File: src/rtl/clock_mode_ctrl_if.sv
// Button pulses in, time-counter strobes and display controls out, for the HH:MM mode controller.
// The master side drives the debounced buttons; the slave side is the controller itself.
interface clock_mode_ctrl_if;
  logic       btn_mode;
  logic       btn_up;
  logic       btn_up_level;
  logic       sec_tick;
  logic       inc_hour;
  logic       inc_min;
  logic       clr_secs;
  logic [1:0] mode;
  logic [3:0] blank_mask;

  modport master (
    output btn_mode, btn_up, btn_up_level,
    input  sec_tick, inc_hour, inc_min, clr_secs, mode, blank_mask
  );

  modport slave (
    input  btn_mode, btn_up, btn_up_level,
    output sec_tick, inc_hour, inc_min, clr_secs, mode, blank_mask
  );
endinterface

File: src/rtl/clock_mode_ctrl.sv
// HH:MM clock mode controller: 1 Hz timebase, RUN/SET_HR/SET_MIN sequencing, edit blink, edit timeout.
// Button to increment latency 1 cycle, no backpressure (pulses never dropped); HOLD_REPEAT_EN adds hold-to-repeat.
module clock_mode_ctrl #(
  parameter int TICK_DIV     = 100000000,
  parameter int BLINK_DIV    = 50000000,
  parameter int EDIT_TIMEOUT = 10,
  parameter int REPEAT_DLY   = 50000000,
  parameter int REPEAT_RATE  = 20000000
) (
  input  logic              CLK100MHZ,
  input  logic              reset,
  clock_mode_ctrl_if.slave  bus
);

  typedef enum logic [1:0] {
    RUN     = 2'd0,
    SET_HR  = 2'd1,
    SET_MIN = 2'd2
  } mode_e;

  localparam int PW = $clog2(TICK_DIV);
  localparam int BW = (BLINK_DIV > 1) ? $clog2(BLINK_DIV) : 1;
  localparam int IW = (EDIT_TIMEOUT > 1) ? $clog2(EDIT_TIMEOUT) : 1;

  localparam logic [PW-1:0] PRE_LAST   = PW'(TICK_DIV - 1);
  localparam logic [BW-1:0] BLINK_LAST = BW'(BLINK_DIV - 1);
  localparam logic [IW-1:0] IDLE_LAST  = IW'(EDIT_TIMEOUT - 1);

  mode_e         mode_q, mode_d;
  logic [PW-1:0] pre_cnt, pre_cnt_d;
  logic [BW-1:0] blink_cnt, blink_cnt_d;
  logic          blink_ph, blink_ph_d;
  logic [IW-1:0] idle_cnt, idle_cnt_d;

  logic          strobe, edit, inc_evt, timeout, mode_chg, to_run, rep_fire;
  logic          sec_tick_q, inc_hour_q, inc_min_q, clr_secs_q;
  logic [3:0]    blank_mask_q, blank_mask_d;

  always_ff @(posedge CLK100MHZ or posedge reset) begin
    if (reset) begin
      mode_q <= RUN;
    end else begin
      mode_q <= mode_d;
    end
  end

  always_comb begin
    strobe   = (pre_cnt == PRE_LAST);
    edit     = (mode_q != RUN);
    // btn_mode swallows a coincident increment; an increment counts as activity and holds off the timeout
    inc_evt  = edit && !bus.btn_mode && (bus.btn_up || rep_fire);
    timeout  = edit && strobe && (idle_cnt == IDLE_LAST) && !inc_evt;

    mode_d = mode_q;
    if (timeout) begin
      mode_d = RUN;
    end else if (bus.btn_mode) begin
      case (mode_q)
        RUN:     mode_d = SET_HR;
        SET_HR:  mode_d = SET_MIN;
        default: mode_d = RUN;
      endcase
    end
    mode_chg = (mode_d != mode_q);
    to_run   = mode_chg && (mode_d == RUN);

    pre_cnt_d = (to_run || strobe) ? '0 : pre_cnt + PW'(1);

    blink_cnt_d = blink_cnt + BW'(1);
    blink_ph_d  = blink_ph;
    if (mode_d == RUN || mode_chg || inc_evt) begin
      blink_cnt_d = '0;
      blink_ph_d  = 1'b0;
    end else if (blink_cnt == BLINK_LAST) begin
      blink_cnt_d = '0;
      blink_ph_d  = ~blink_ph;
    end

    idle_cnt_d = idle_cnt;
    if (!edit || mode_chg || inc_evt || bus.btn_mode || bus.btn_up) begin
      idle_cnt_d = '0;
    end else if (strobe && idle_cnt != IDLE_LAST) begin
      idle_cnt_d = idle_cnt + IW'(1);
    end

    blank_mask_d = 4'b0000;
    case (mode_d)
      SET_HR:  blank_mask_d = {blink_ph_d, blink_ph_d, 2'b00};
      SET_MIN: blank_mask_d = {2'b00, blink_ph_d, blink_ph_d};
      default: blank_mask_d = 4'b0000;
    endcase
  end

  always_ff @(posedge CLK100MHZ or posedge reset) begin
    if (reset) begin
      pre_cnt      <= '0;
      blink_cnt    <= '0;
      blink_ph     <= 1'b0;
      idle_cnt     <= '0;
      sec_tick_q   <= 1'b0;
      inc_hour_q   <= 1'b0;
      inc_min_q    <= 1'b0;
      clr_secs_q   <= 1'b0;
      blank_mask_q <= 4'b0000;
    end else begin
      pre_cnt      <= pre_cnt_d;
      blink_cnt    <= blink_cnt_d;
      blink_ph     <= blink_ph_d;
      idle_cnt     <= idle_cnt_d;
      sec_tick_q   <= strobe && (mode_q == RUN);
      inc_hour_q   <= inc_evt && (mode_q == SET_HR);
      inc_min_q    <= inc_evt && (mode_q == SET_MIN);
      clr_secs_q   <= to_run;
      blank_mask_q <= blank_mask_d;
    end
  end

`ifdef HOLD_REPEAT_EN
  localparam int RMAX = (REPEAT_DLY > REPEAT_RATE) ? REPEAT_DLY : REPEAT_RATE;
  localparam int RW   = (RMAX > 1) ? $clog2(RMAX) : 1;
  localparam logic [RW-1:0] DLY_LAST  = RW'(REPEAT_DLY - 1);
  localparam logic [RW-1:0] RATE_LAST = RW'(REPEAT_RATE - 1);

  logic [RW-1:0] rep_cnt, rep_cnt_d;
  logic          rep_act, rep_act_d, rep_first, rep_first_d;

  assign rep_fire = rep_act && edit && bus.btn_up_level &&
                    (rep_cnt == (rep_first ? DLY_LAST : RATE_LAST));

  always_comb begin
    rep_act_d   = rep_act;
    rep_first_d = rep_first;
    rep_cnt_d   = rep_cnt + RW'(1);
    if (mode_chg) begin
      rep_act_d = 1'b0;
      rep_cnt_d = '0;
    end else if (edit && bus.btn_up) begin
      // the hold delay is measured from the press pulse itself
      rep_act_d   = 1'b1;
      rep_first_d = 1'b1;
      rep_cnt_d   = '0;
    end else if (!rep_act || !bus.btn_up_level) begin
      rep_act_d = 1'b0;
      rep_cnt_d = '0;
    end else if (rep_fire) begin
      rep_first_d = 1'b0;
      rep_cnt_d   = '0;
    end
  end

  always_ff @(posedge CLK100MHZ or posedge reset) begin
    if (reset) begin
      rep_cnt   <= '0;
      rep_act   <= 1'b0;
      rep_first <= 1'b0;
    end else begin
      rep_cnt   <= rep_cnt_d;
      rep_act   <= rep_act_d;
      rep_first <= rep_first_d;
    end
  end
`else
  logic unused_level;
  assign unused_level = bus.btn_up_level;
  assign rep_fire     = 1'b0;
`endif

  assign bus.sec_tick   = sec_tick_q;
  assign bus.inc_hour   = inc_hour_q;
  assign bus.inc_min    = inc_min_q;
  assign bus.clr_secs   = clr_secs_q;
  assign bus.mode       = mode_q;
  assign bus.blank_mask = blank_mask_q;

endmodule

File: src/flat_wrapper.sv
// flat-port wrapper written by rule: the top's interface ports become plain ports
module clock_mode_ctrl_flat 
#(
  parameter int TICK_DIV     = 100000000,
  parameter int BLINK_DIV    = 50000000,
  parameter int EDIT_TIMEOUT = 10,
  parameter int REPEAT_DLY   = 50000000,
  parameter int REPEAT_RATE  = 20000000
)
  (CLK100MHZ, reset, bus_btn_mode, bus_btn_up, bus_btn_up_level, bus_sec_tick, bus_inc_hour, bus_inc_min, bus_clr_secs, bus_mode, bus_blank_mask);
  clock_mode_ctrl_if bus_i ();
  input  logic CLK100MHZ;
  input  logic reset;
  input wire logic [$bits(bus_i.btn_mode)-1:0] bus_btn_mode;
  input wire logic [$bits(bus_i.btn_up)-1:0] bus_btn_up;
  input wire logic [$bits(bus_i.btn_up_level)-1:0] bus_btn_up_level;
  output wire logic [$bits(bus_i.sec_tick)-1:0] bus_sec_tick;
  output wire logic [$bits(bus_i.inc_hour)-1:0] bus_inc_hour;
  output wire logic [$bits(bus_i.inc_min)-1:0] bus_inc_min;
  output wire logic [$bits(bus_i.clr_secs)-1:0] bus_clr_secs;
  output wire logic [$bits(bus_i.mode)-1:0] bus_mode;
  output wire logic [$bits(bus_i.blank_mask)-1:0] bus_blank_mask;
  assign bus_i.btn_mode = bus_btn_mode;
  assign bus_i.btn_up = bus_btn_up;
  assign bus_i.btn_up_level = bus_btn_up_level;
  assign bus_sec_tick = bus_i.sec_tick;
  assign bus_inc_hour = bus_i.inc_hour;
  assign bus_inc_min = bus_i.inc_min;
  assign bus_clr_secs = bus_i.clr_secs;
  assign bus_mode = bus_i.mode;
  assign bus_blank_mask = bus_i.blank_mask;
  clock_mode_ctrl #(.TICK_DIV(TICK_DIV), .BLINK_DIV(BLINK_DIV), .EDIT_TIMEOUT(EDIT_TIMEOUT), .REPEAT_DLY(REPEAT_DLY), .REPEAT_RATE(REPEAT_RATE)) u_core (.CLK100MHZ(CLK100MHZ), .reset(reset), .bus(bus_i));
endmodule
File: config.mk
export PLATFORM = sky130hd
export DESIGN_NAME = clock_mode_ctrl_flat
export DESIGN_NICKNAME = d
export VERILOG_FILES = /design/src/rtl/clock_mode_ctrl_if.sv /design/src/rtl/clock_mode_ctrl.sv /design/src/flat_wrapper.sv
export SDC_FILE = /design/constraint.sdc
export NUM_CORES = 1
export LEC_CHECK = 0
export CAP_MARGIN = 20
export CORE_ASPECT_RATIO = 1.4
export CORE_MARGIN = 5
export CORE_UTILIZATION = 35
export DETAILED_ROUTE_END_ITERATION = 7
export DONT_BUFFER_PORTS = 1
export SYNTH_ARGS = -nofsm -noshare
export SYNTH_HDL_FRONTEND = slang
export SYNTH_SLANG_ARGS = --single-unit
File: constraint.sdc
create_clock -name CLK100MHZ -period 5.7 [get_ports CLK100MHZ]
set_clock_uncertainty 0.2 [all_clocks]
set_input_delay 1.14 -clock CLK100MHZ [delete_from_list [all_inputs] [get_ports CLK100MHZ]]
set_output_delay 1.14 -clock CLK100MHZ [all_outputs]
set_load 0.02 [all_outputs]
* Yosys cells after proc, flatten, opt, wreduce, memory -nomap -nowiden
Cells that the tools add are included.
Storage, ports and cells: register bits 68, bits of input ports 5
Operators by class: muxes and demuxes 11, bitwise gates (word level) 1, $add $sub $neg 3, equality and inequality tests 9, reduce and logical (&&, ||, !) cells 24
Operators by type and width (count):
- 26-bit 2-to-1 mux | 2
- 27-bit by 1-bit adder with 27-bit output (second input constant) | 1
- 27-bit equality test (second input constant) | 1
- 27-bit 2-to-1 mux | 1
- 26-bit by 1-bit adder with 26-bit output (second input constant) | 1
- 26-bit equality test (second input constant) | 1
- 1-bit logical AND | 10
- 4-bit 2-to-1 mux | 2
- 4-bit case mux with 2 select lines | 1
- 1-bit logical OR | 7
- 4-bit by 1-bit adder with 4-bit output (second input constant) | 1
- 2-bit by 1-bit equality test with 1-bit output (second input constant) | 2
- 2-bit equality test (second input constant) | 2
- 4-bit equality test (second input constant) | 1
- 2-bit zero test | 2
- 2-bit 2-to-1 mux | 2
- 4-bit != test (second input constant) | 1
- 2-bit case mux with 2 select lines | 1
- 2-bit nonzero test | 2
- 1-bit zero test | 3
- 1-bit 2-to-1 mux | 2
- 2-bit != test | 1
- 1-bit NOT | 1

* Depth between registers and ports, before layout
Gate-level depths: netlist of run 1.
depth after elaboration 12, depth in mapped cells 13, depth with buffers taken out 10

* Worst setup path after synthesis of run 1
No wires, ideal clock.
kind in2reg, from input port bus_btn_mode, to register u_core.blink_cnt[16], slack 2.616 ns, setup time 0.073 ns, cell stages on the path 8, data required time 5.427 ns, data arrival time 2.812 ns, path buffers 2, cells stage by stage clkbuf_1 nand3b_1 o22a_1 ha_1 a211o_1 a211o_2 buf_2 nor2_1
Between the ends: word-level cells in the longest chain between the ends 10
RTL lines:
- start, declared | RTL line flat_wrapper.sv:14 | input wire logic [$bits(bus_i.btn_mode)-1:0] bus_btn_mode;
- 1-bit zero test | RTL line clock_mode_ctrl.sv:51 | inc_evt = edit && !bus.btn_mode && (bus.btn_up || rep_fire);
- 1-bit logical AND (2 in series) | RTL line clock_mode_ctrl.sv:51
- 1-bit zero test | RTL line clock_mode_ctrl.sv:52 | timeout = edit && strobe && (idle_cnt == IDLE_LAST) && !inc_evt;
- 1-bit logical AND | RTL line clock_mode_ctrl.sv:52
- 2-bit 2-to-1 mux | RTL line clock_mode_ctrl.sv:55 | if (timeout) begin
- 2-bit != test / 2-bit zero test (equally long branches) | RTL line clock_mode_ctrl.sv:64, clock_mode_ctrl.sv:71
- 1-bit logical OR | RTL line clock_mode_ctrl.sv:71 | if (mode_d == RUN || mode_chg || inc_evt) begin
- 1-bit logical OR * | RTL line clock_mode_ctrl.sv:71
- 26-bit 2-to-1 mux * | RTL line clock_mode_ctrl.sv:71
- via u_core.blink_cnt_d[16] | RTL line clock_mode_ctrl.sv:31 | logic [BW-1:0] blink_cnt, blink_cnt_d;
- end signal, assigned | RTL line clock_mode_ctrl.sv:107 | blink_cnt <= blink_cnt_d;
- end, declared | RTL line clock_mode_ctrl.sv:31
The timed path passes the listed nets; every way through them passes the cells marked *. A chain may end at the register's enable or synchronous reset.

* Final worst setup path of run 1
from register u_core.pre_cnt[0], to register u_core.pre_cnt[2]
Between the ends: word-level cells in the longest chain between the ends 9
RTL lines:
- start, declared | RTL line clock_mode_ctrl.sv:30 | logic [PW-1:0] pre_cnt, pre_cnt_d;
- start signal, assigned | RTL line clock_mode_ctrl.sv:106 | pre_cnt <= pre_cnt_d;
- 27-bit equality test | RTL line clock_mode_ctrl.sv:48 | strobe = (pre_cnt == PRE_LAST);
- 1-bit logical AND (3 in series) | RTL line clock_mode_ctrl.sv:52
- 2-bit 2-to-1 mux | RTL line clock_mode_ctrl.sv:55
- 2-bit != test / 2-bit zero test (equally long branches) | RTL line clock_mode_ctrl.sv:64, clock_mode_ctrl.sv:65
- 1-bit logical AND | RTL line clock_mode_ctrl.sv:65 | to_run = mode_chg && (mode_d == RUN);
- 1-bit logical OR | RTL line clock_mode_ctrl.sv:67 | pre_cnt_d = (to_run || strobe) ? '0 : pre_cnt + PW'(1);
- 27-bit 2-to-1 mux * | RTL line clock_mode_ctrl.sv:67
- via u_core.pre_cnt_d[2] | RTL line clock_mode_ctrl.sv:30
Marks and branches as above.

==> reports/qor.csv, run 1 <==
stage,metric,value,unit
clock_tree,insertion_delay,0.33,ns
critical_path,startpoint,u_core.pre_cnt[0],
finish,antennaDiodeCount,0,
clock_tree,tritoncts,done,
clock_tree,clk_pin_slew,0.05,ns
critical_path,worst_path_max_delay_cell,nand2_1,
global_route,grt_usage,11.7,%
logic_synthesis,avgSynthCellArea,9.88,µm²
clock_tree,cts_buffer_depth,2,
clock_tree,hold_buffers,0,
drt,drt_iter0_markers,107,
critical_path,startpoint_type,register,
logic_synthesis,yosysSeqAreaShare,50.5,%
critical_path,cp_max_fo,26,
critical_path,max_stage_delay,0.64,ns
timing,finalHoldViolCount,0,
global_route,grt_overflow,0,
logic_synthesis,synth_area,3270,µm²
placed_design,gp_congestion,0.726,
finish,fin_nets,345,
placed_design,portBuffers,0,
floorplanning,die_w,91.7,µm
critical_path,critical_path_buf_inv_count,0,
drt,drtAntennaViolNets,0,
global_route,grt_pass1_vias,2319,
drt,vias,2302,
critical_path,cp_cell_sequence,ha_1 > and3_1 > nand2_1 > or3_1 > nor3_2 > o22a_1 > ha_1 > nand2_1 > nand2_1 > nor2_1,
timing,finalCriticalPeriod,3.48,ns
floorplanning,dieArea,11400,µm²
finish,fin_cells,445,
logic_synthesis,synth_nets,343,
floorplanning,initial_core_util,36.0,%
critical_path,crit_top_cell,nand2_1,
logic_synthesis,synthSimpleGateAreaFrac,27.4,%
clock_tree,cts-root-buf,clkbuf_16,
drt,finalWirelength,6.23,mm
clock_tree,clock-sinks,66,
drt,drtPass1Iterations,4,
drt,wire_per_inst,14.0,µm
timing,drv_slew,0,
finish,syn2layout_area_growth,14.0,%
floorplanning,die_h,124,µm
pwr,worst_ir_drop_vdd,176,µV
floorplanning,coreArea,9080,µm²
critical_path,worst_r2r_startpoint,u_core.pre_cnt[0],
timing,setup_tns,0,ns
clock_tree,numCtsBuffers,9,
critical_path,arrival,3.45,ns
critical_path,critical_path_class,register to register,
logic_synthesis,synth.distinct_cells,42,
critical_path,rrSetupSlack,2.22,ns
job,maxCapViolations,0,
logic_synthesis,muxShareOfSynthArea,0.612,%
global_route,grt_max_degree,67,
clock_tree,post_cts_buffers,0,
placed_design,place_inst,429,
pwr,power_density,360,nW/µm²
timing,setup_viol,0,
global_route,grt_antenna_before_repair,0,
global_route,grt_pass1_wl,11.0,mm
placed_design,hpwl,4.19,mm
timing,relSlewSlack,31.8,%
finish,drive_gt1_share,7.10,%
critical_path,endpoint_kind,register,
critical_path,r2r_cells,10,
logic_synthesis,yosys_warnings,0,
critical_path,critPathCapture,u_core.pre_cnt[2],
timing,finalCritPeriodShare,61.1,%
floorplanning,ios,15,
pwr,p_leak,1.58,nW
logic_synthesis,synth-xor-area-share,13.1,%
run_status,status,"finished, final reports clean",
logic_synthesis,ys_seq_elements,66,
timing,max_freq,287,MHz
critical_path,cp.depth,10,
min_path,hold_class,register to register,
drt,via_per_inst,5.17,
drt,drc,0,
timing,rsz0062_at_grt,no,
critical_path,crit_family,simple AND/OR/NAND/NOR gates,
logic_synthesis,synth_top_family_by_area,simple AND/OR/NAND/NOR gates,
timing,tightest_slew,1.01,ns
logic_synthesis,synth-compound-area-share,3.17,%
logic_synthesis,postSynthCellCount,331,
clock_tree,ctsResizeCount,0,
critical_path,critPathRequiredTime,5.67,ns
clock_tree,h-tree-depth,3,
logic_synthesis,yosys.area_share.adder,2.68,%
floorplanning,rows,41,
critical_path,r2r-end,u_core.pre_cnt[2],
[stage by stage]
step	setup WS, ns	instance area (µm²)	power (mW)	utilization [%]	hold WS [ns]
CTS	2.14	3730	1.36	41.1	0.299
global route	1.85	3730	1.41	41.1	0.338
global placement	2.22	3360	0.674	37.0	0.277
floorplan	2.62	3270	0.645	-	0.248
finish	2.22	3730	1.34	41.1	0.291
detailed placement	2.15	3360	0.679	37.0	0.292
[worst register-to-register path: stages (launching register included)]
cell and delay (ns):
dfrtp_1 0.40, ha_1 0.20, and3_1 0.29, nand2_1 0.24
or3_1 0.50, nor3_2 0.25, o22a_1 0.20, ha_1 0.20
nand2_1 0.08, nand2_1 0.64, nor2_1 0.13
[synth_stat cells (all sizes together)]
| cell type | n | area [µm²] |
|---|---|---|
| nor2 | 67 | 251 |
| dfrtp | 66 | 1650 |
| xor2 | 31 | 272 |
| nand2 | 23 | 86.3 |
| nand3 | 21 | 105 |
| xnor2 | 18 | 158 |
| nand4 | 13 | 81.3 |
| nor3 | 10 | 60.1 |
| and3 | 9 | 56.3 |
| buf | 8 | 45.0 |
| inv | 8 | 30.0 |
| and4 | 7 | 61.3 |
| ha | 7 | 87.6 |
| nor4 | 6 | 43.8 |
| nor4b | 4 | 47.6 |
| or3 | 4 | 25.0 |
| a21oi | 3 | 15.0 |
| nand2b | 3 | 18.8 |
| a211o | 2 | 18.8 |
| clkbuf | 2 | 7.51 |
| mux2i | 2 | 20.0 |
| nor3b | 2 | 15.0 |
| or2 | 2 | 12.5 |
| a21o | 1 | 7.51 |
| a311oi | 1 | 8.76 |
| a31oi | 1 | 6.26 |
| a41oi | 1 | 8.76 |
| and2 | 1 | 6.26 |
| nand3b | 1 | 7.51 |
| nand4b | 1 | 8.76 |
| o21a | 1 | 7.51 |
| o22a | 1 | 8.76 |
| o22ai | 1 | 6.26 |
| o31a | 1 | 8.76 |
| o31ai | 1 | 7.51 |
| or4b | 1 | 10.0 |
[metal layers]
metal	vias to the layer above	track usage [%]	wire length (µm)
li1	1147	-	-
met1	1126	14.1	2740
met2	18	19.9	3240
met3	11	2.36	135
met4	0	5.25	121
met5	-	0	0
[power by group]
part	total (mW)	internal, mW	switching (mW)
registers	0.536	0.496	0.0397
logic	0.130	0.0441	0.0859
clock network	0.677	0.483	0.195
[area by class of cell]
type / count / area [µm²]
Multi-Input combinational cell: 247 / 1540
Inverter: 8 / 30.0
Clock inverter: 5 / 125
Fill cell: 877 / 5350
Tap cell: 107 / 134
Clock buffer: 11 / 243
Timing Repair Buffer: 1 / 7.51
Sequential cell: 66 / 1650
[worst min path at each step]
stage                          endpoint  depth (start not counted)           startpoint
global route          u_core.pre_cnt[0]                          1    u_core.pre_cnt[0]
finish              u_core.blink_cnt[0]                          1  u_core.blink_cnt[0]
global placement      u_core.pre_cnt[0]                          1    u_core.pre_cnt[0]
detailed placement  u_core.blink_cnt[0]                          1  u_core.blink_cnt[0]
floorplan             u_core.pre_cnt[0]                          1    u_core.pre_cnt[0]
CTS                 u_core.blink_cnt[0]                          1  u_core.blink_cnt[0]
[sequential cells by signal (all words and copies together), names as in the netlist]
name / count
u_core.bus.inc_min: 1
u_core.bus.mode: 2
u_core.bus.sec_tick: 1
u_core.bus.inc_hour: 1
u_core.blink_ph: 1
u_core.bus.blank_mask: 2
u_core.idle_cnt: 4
u_core.pre_cnt: 27
u_core.blink_cnt: 26
u_core.bus.clr_secs: 1
[cells by family after synthesis]
family                   after synthesis
AO/OA/AOI/OAI                         14
multiplexers                           2
XOR/XNOR                              49
buffers and inverters                 18
AND/OR/NAND/NOR                      175
flip-flops                            66
adder cells (fa/ha/maj)                7
[cell usage in the layout, fill, tap and decap left out, drive strengths merged, types with 3 or more instances in the layout]
cell type / count
xnor2: 18
nor4b: 4
clkbuf: 11
ha: 7
nor2: 67
nand2: 23
nor4: 6
dfrtp: 66
xor2: 31
a21oi: 3
and4: 7
inv: 8
nand4: 13
nand2b: 3
bufinv: 4
or3: 4
nand3: 21
nor3: 10
and3: 9
No activity file was read; power rests on OpenSTA's default activity.
==> inputs of run 2 (changes only) <==
==> constraint.sdc (replaced) <==
create_clock -name CLK100MHZ -period 3.2 [get_ports CLK100MHZ]
set_clock_uncertainty 0.2 [all_clocks]
set_input_delay 0.64 -clock CLK100MHZ [delete_from_list [all_inputs] [get_ports CLK100MHZ]]
set_output_delay 0.64 -clock CLK100MHZ [all_outputs]
set_load 0.02 [all_outputs]
==> run 2 against run 1 <==
Effect of this change: fmax up 23%; via count up 1.8%; non-clock buffer count up 10; routed wire length up 0.38%; die area unchanged; worst setup slack worse by 1.9 ns; critical path depth up 1; flip-flop and latch count unchanged; sequential power up 78%; hold slack worse by 0.22 ns; critical path type unchanged; critical endpoint is now u_core.blink_cnt[22]; highest routed layer unchanged.
==> reports/qor.csv, run 2 (synthesis gave the netlist of run 1 again) <==
stage,metric,value,unit
finish,fin_area,3760,µm²
drt,vias,2344,
floorplanning,initial_core_util,36.0,%
timing,setup_viol,0,
critical_path,max_stage_delay,0.41,ns
clock_tree,clk_pin_slew,0.05,ns
critical_path,critPathCapture,u_core.blink_cnt[22],
placed_design,gp_congestion,0.759,
run_status,status,"finished, final reports clean",
global_route,grt_pass1_wl,11.0,mm
global_route,grt_overflow,0,
critical_path,startpoint_type,register,
critical_path,cp_cell_sequence,ha_1 > and3_1 > nand2_1 > or3_1 > nor3_2 > o31a_1 > ha_1 > a211o_1 > a211o_2 > buf_12 > nor2_1,
timing,finalHoldViolCount,0,
global_route,grt_antenna_before_repair,0,
finish,antennaDiodeCount,0,
floorplanning,dieArea,11400,µm²
placed_design,placed_area,3460,µm²
floorplanning,rows,41,
floorplanning,die_w,91.7,µm
critical_path,arrival,2.89,ns
timing,max_freq,352,MHz
timing,rsz0062_at_grt,no,
clock_tree,h-tree-depth,3,
global_route,grt_max_degree,29,
finish,final_cell_mix,"nor2_1 (67), dfrtp_1 (66), xor2_1 (31), nand2_1 (23), nand3_1 (21)",
critical_path,crit_top_cell,ha_1,
clock_tree,post_cts_buffers,0,
critical_path,rrSetupSlack,0.36,ns
placed_design,hpwl,4.42,mm
min_path,hold_class,input port to asynchronous set/reset pin,
drt,drc,0,
finish,final_common_cell,nor2_1,
clock_tree,ctsResizeCount,0,
critical_path,r2r_cells,11,
floorplanning,ios,15,
drt,top_layer_used,met4,
finish,syn2layout_area_growth,14.9,%
critical_path,r2r-end,u_core.blink_cnt[22],
finish,nFillCells,886,
global_route,grt_usage,11.8,%
critical_path,critical_path_class,register to register,
critical_path,startpoint,u_core.pre_cnt[0],
drt,via_per_inst,5.15,
job,maxCapViolations,0,
timing,tightest_slew,0.638,ns
finish,fin_nets,355,
clock_tree,hold_buffers,0,
drt,drtAntennaViolNets,0,
finish,largest_reg_flops,27,
critical_path,worst_r2r_startpoint,u_core.pre_cnt[0],
timing,drv_slew,0,
clock_tree,clock-sinks,66,
clock_tree,insertion_delay,0.32,ns
finish,largest_register,u_core.pre_cnt,
finish,drive_gt1_share,9.20,%
clock_tree,cts-root-buf,clkbuf_16,
timing,finalCriticalPeriod,2.84,ns
critical_path,cp_max_fo,25,
pwr,worst_ir_drop_vdd,302,µV
critical_path,endpoint_kind,register,
pwr,power_density,585,nW/µm²
floorplanning,die_h,124,µm
floorplanning,coreArea,9080,µm²
drt,wl_met2,3.18,mm
timing,setup_tns,0,ns
critical_path,critPathRequiredTime,3.25,ns
finish,reg_top3,"u_core.pre_cnt (27), u_core.blink_cnt (26), u_core.idle_cnt (4)",
drt,drt_iter0_markers,109,
timing,relSlewSlack,57.2,%
critical_path,worst_path_max_delay_cell,dfrtp_1,
drt,route.met3.wl,157,µm
drt,m1WireLength,2.84,mm
clock_tree,cts_buffer_depth,2,
placed_design,dp_slack,0.354,ns
placed_design,portBuffers,0,
drt,drtPass1Iterations,4,
drt,finalWirelength,6.26,mm
drt,wire_per_inst,13.8,µm
timing,setup_ws,0.360,ns
clock_tree,numCtsBuffers,9,
pwr,finalPower,2.20,mW
clock_tree,tritoncts,done,
timing,finalCritPeriodShare,88.8,%
pwr,p_leak,1.60,nW
global_route,grt_pass1_vias,2308,
## run 2: cell types whose count changed in the layout (fill, tap and decap cells not counted)
cell	change
buf_4	+8
bufinv_16	-3
buf_12	+2
clkbuf_1	+2
clkbuf_8	+1
## run 2: worst min-delay path by stage
| stage | startpoint | end | depth (start not counted) |
|---|---|---|---|
| floorplan | u_core.pre_cnt[0] | u_core.pre_cnt[0] | 1 |
| global placement | u_core.pre_cnt[0] | u_core.pre_cnt[0] | 1 |
| detailed placement | u_core.pre_cnt[0] | u_core.pre_cnt[0] | 1 |
| CTS | reset | u_core.blink_cnt[2] | 1 |
| global route | reset | u_core.blink_cnt[0] | 1 |
| finish | reset | u_core.blink_cnt[2] | 1 |
## run 2: critical path: cells and delay by family (launching register included)
kind,cells,cell delay (ns)
AO/OA/AOI/OAI,3,0.90
adder cells (fa/ha/maj),2,0.47
buffers and inverters,1,0.16
flip-flops,1,0.41
AND/OR/NAND/NOR,5,0.62
## run 2: layout make-up
type / count / area (µm²) / share of cell area (%)
clock buffer: 14 / 264 / 7.02
clock inverter: 2 / 35.0 / 0.932
inverter: 8 / 30.0 / 0.799
multi-input combinational: 247 / 1540 / 40.9
sequential: 66 / 1650 / 43.9
tap: 107 / 134 / 3.56
timing repair buffer: 11 / 108 / 2.86
## run 2: routing by layer
layer,vias up,GRT usage (%)
met5,-,0
met4,0,4.55
met3,8,3.44
met2,23,19.3
met1,1157,14.6
li1,1156,-
## run 2: report_power, final
group          switching, mW  internal, mW
clock                  0.331         0.645
sequential            0.0694         0.883
combinational          0.161         0.108
total                  0.562          1.64
## run 2: per-stage QoR
| step | std cells | utilization [%] | hold slack, ns |
|---|---|---|---|
| after floorplan | 331 | - | 0.248 |
| after global routing | 455 | 41.4 | 0.109 |
| final | 455 | 41.4 | 0.0721 |
| after CTS | 455 | 41.4 | 0.0839 |
| after detailed placement | 439 | 38.1 | 0.286 |
| after global placement | 439 | 38.1 | 0.274 |
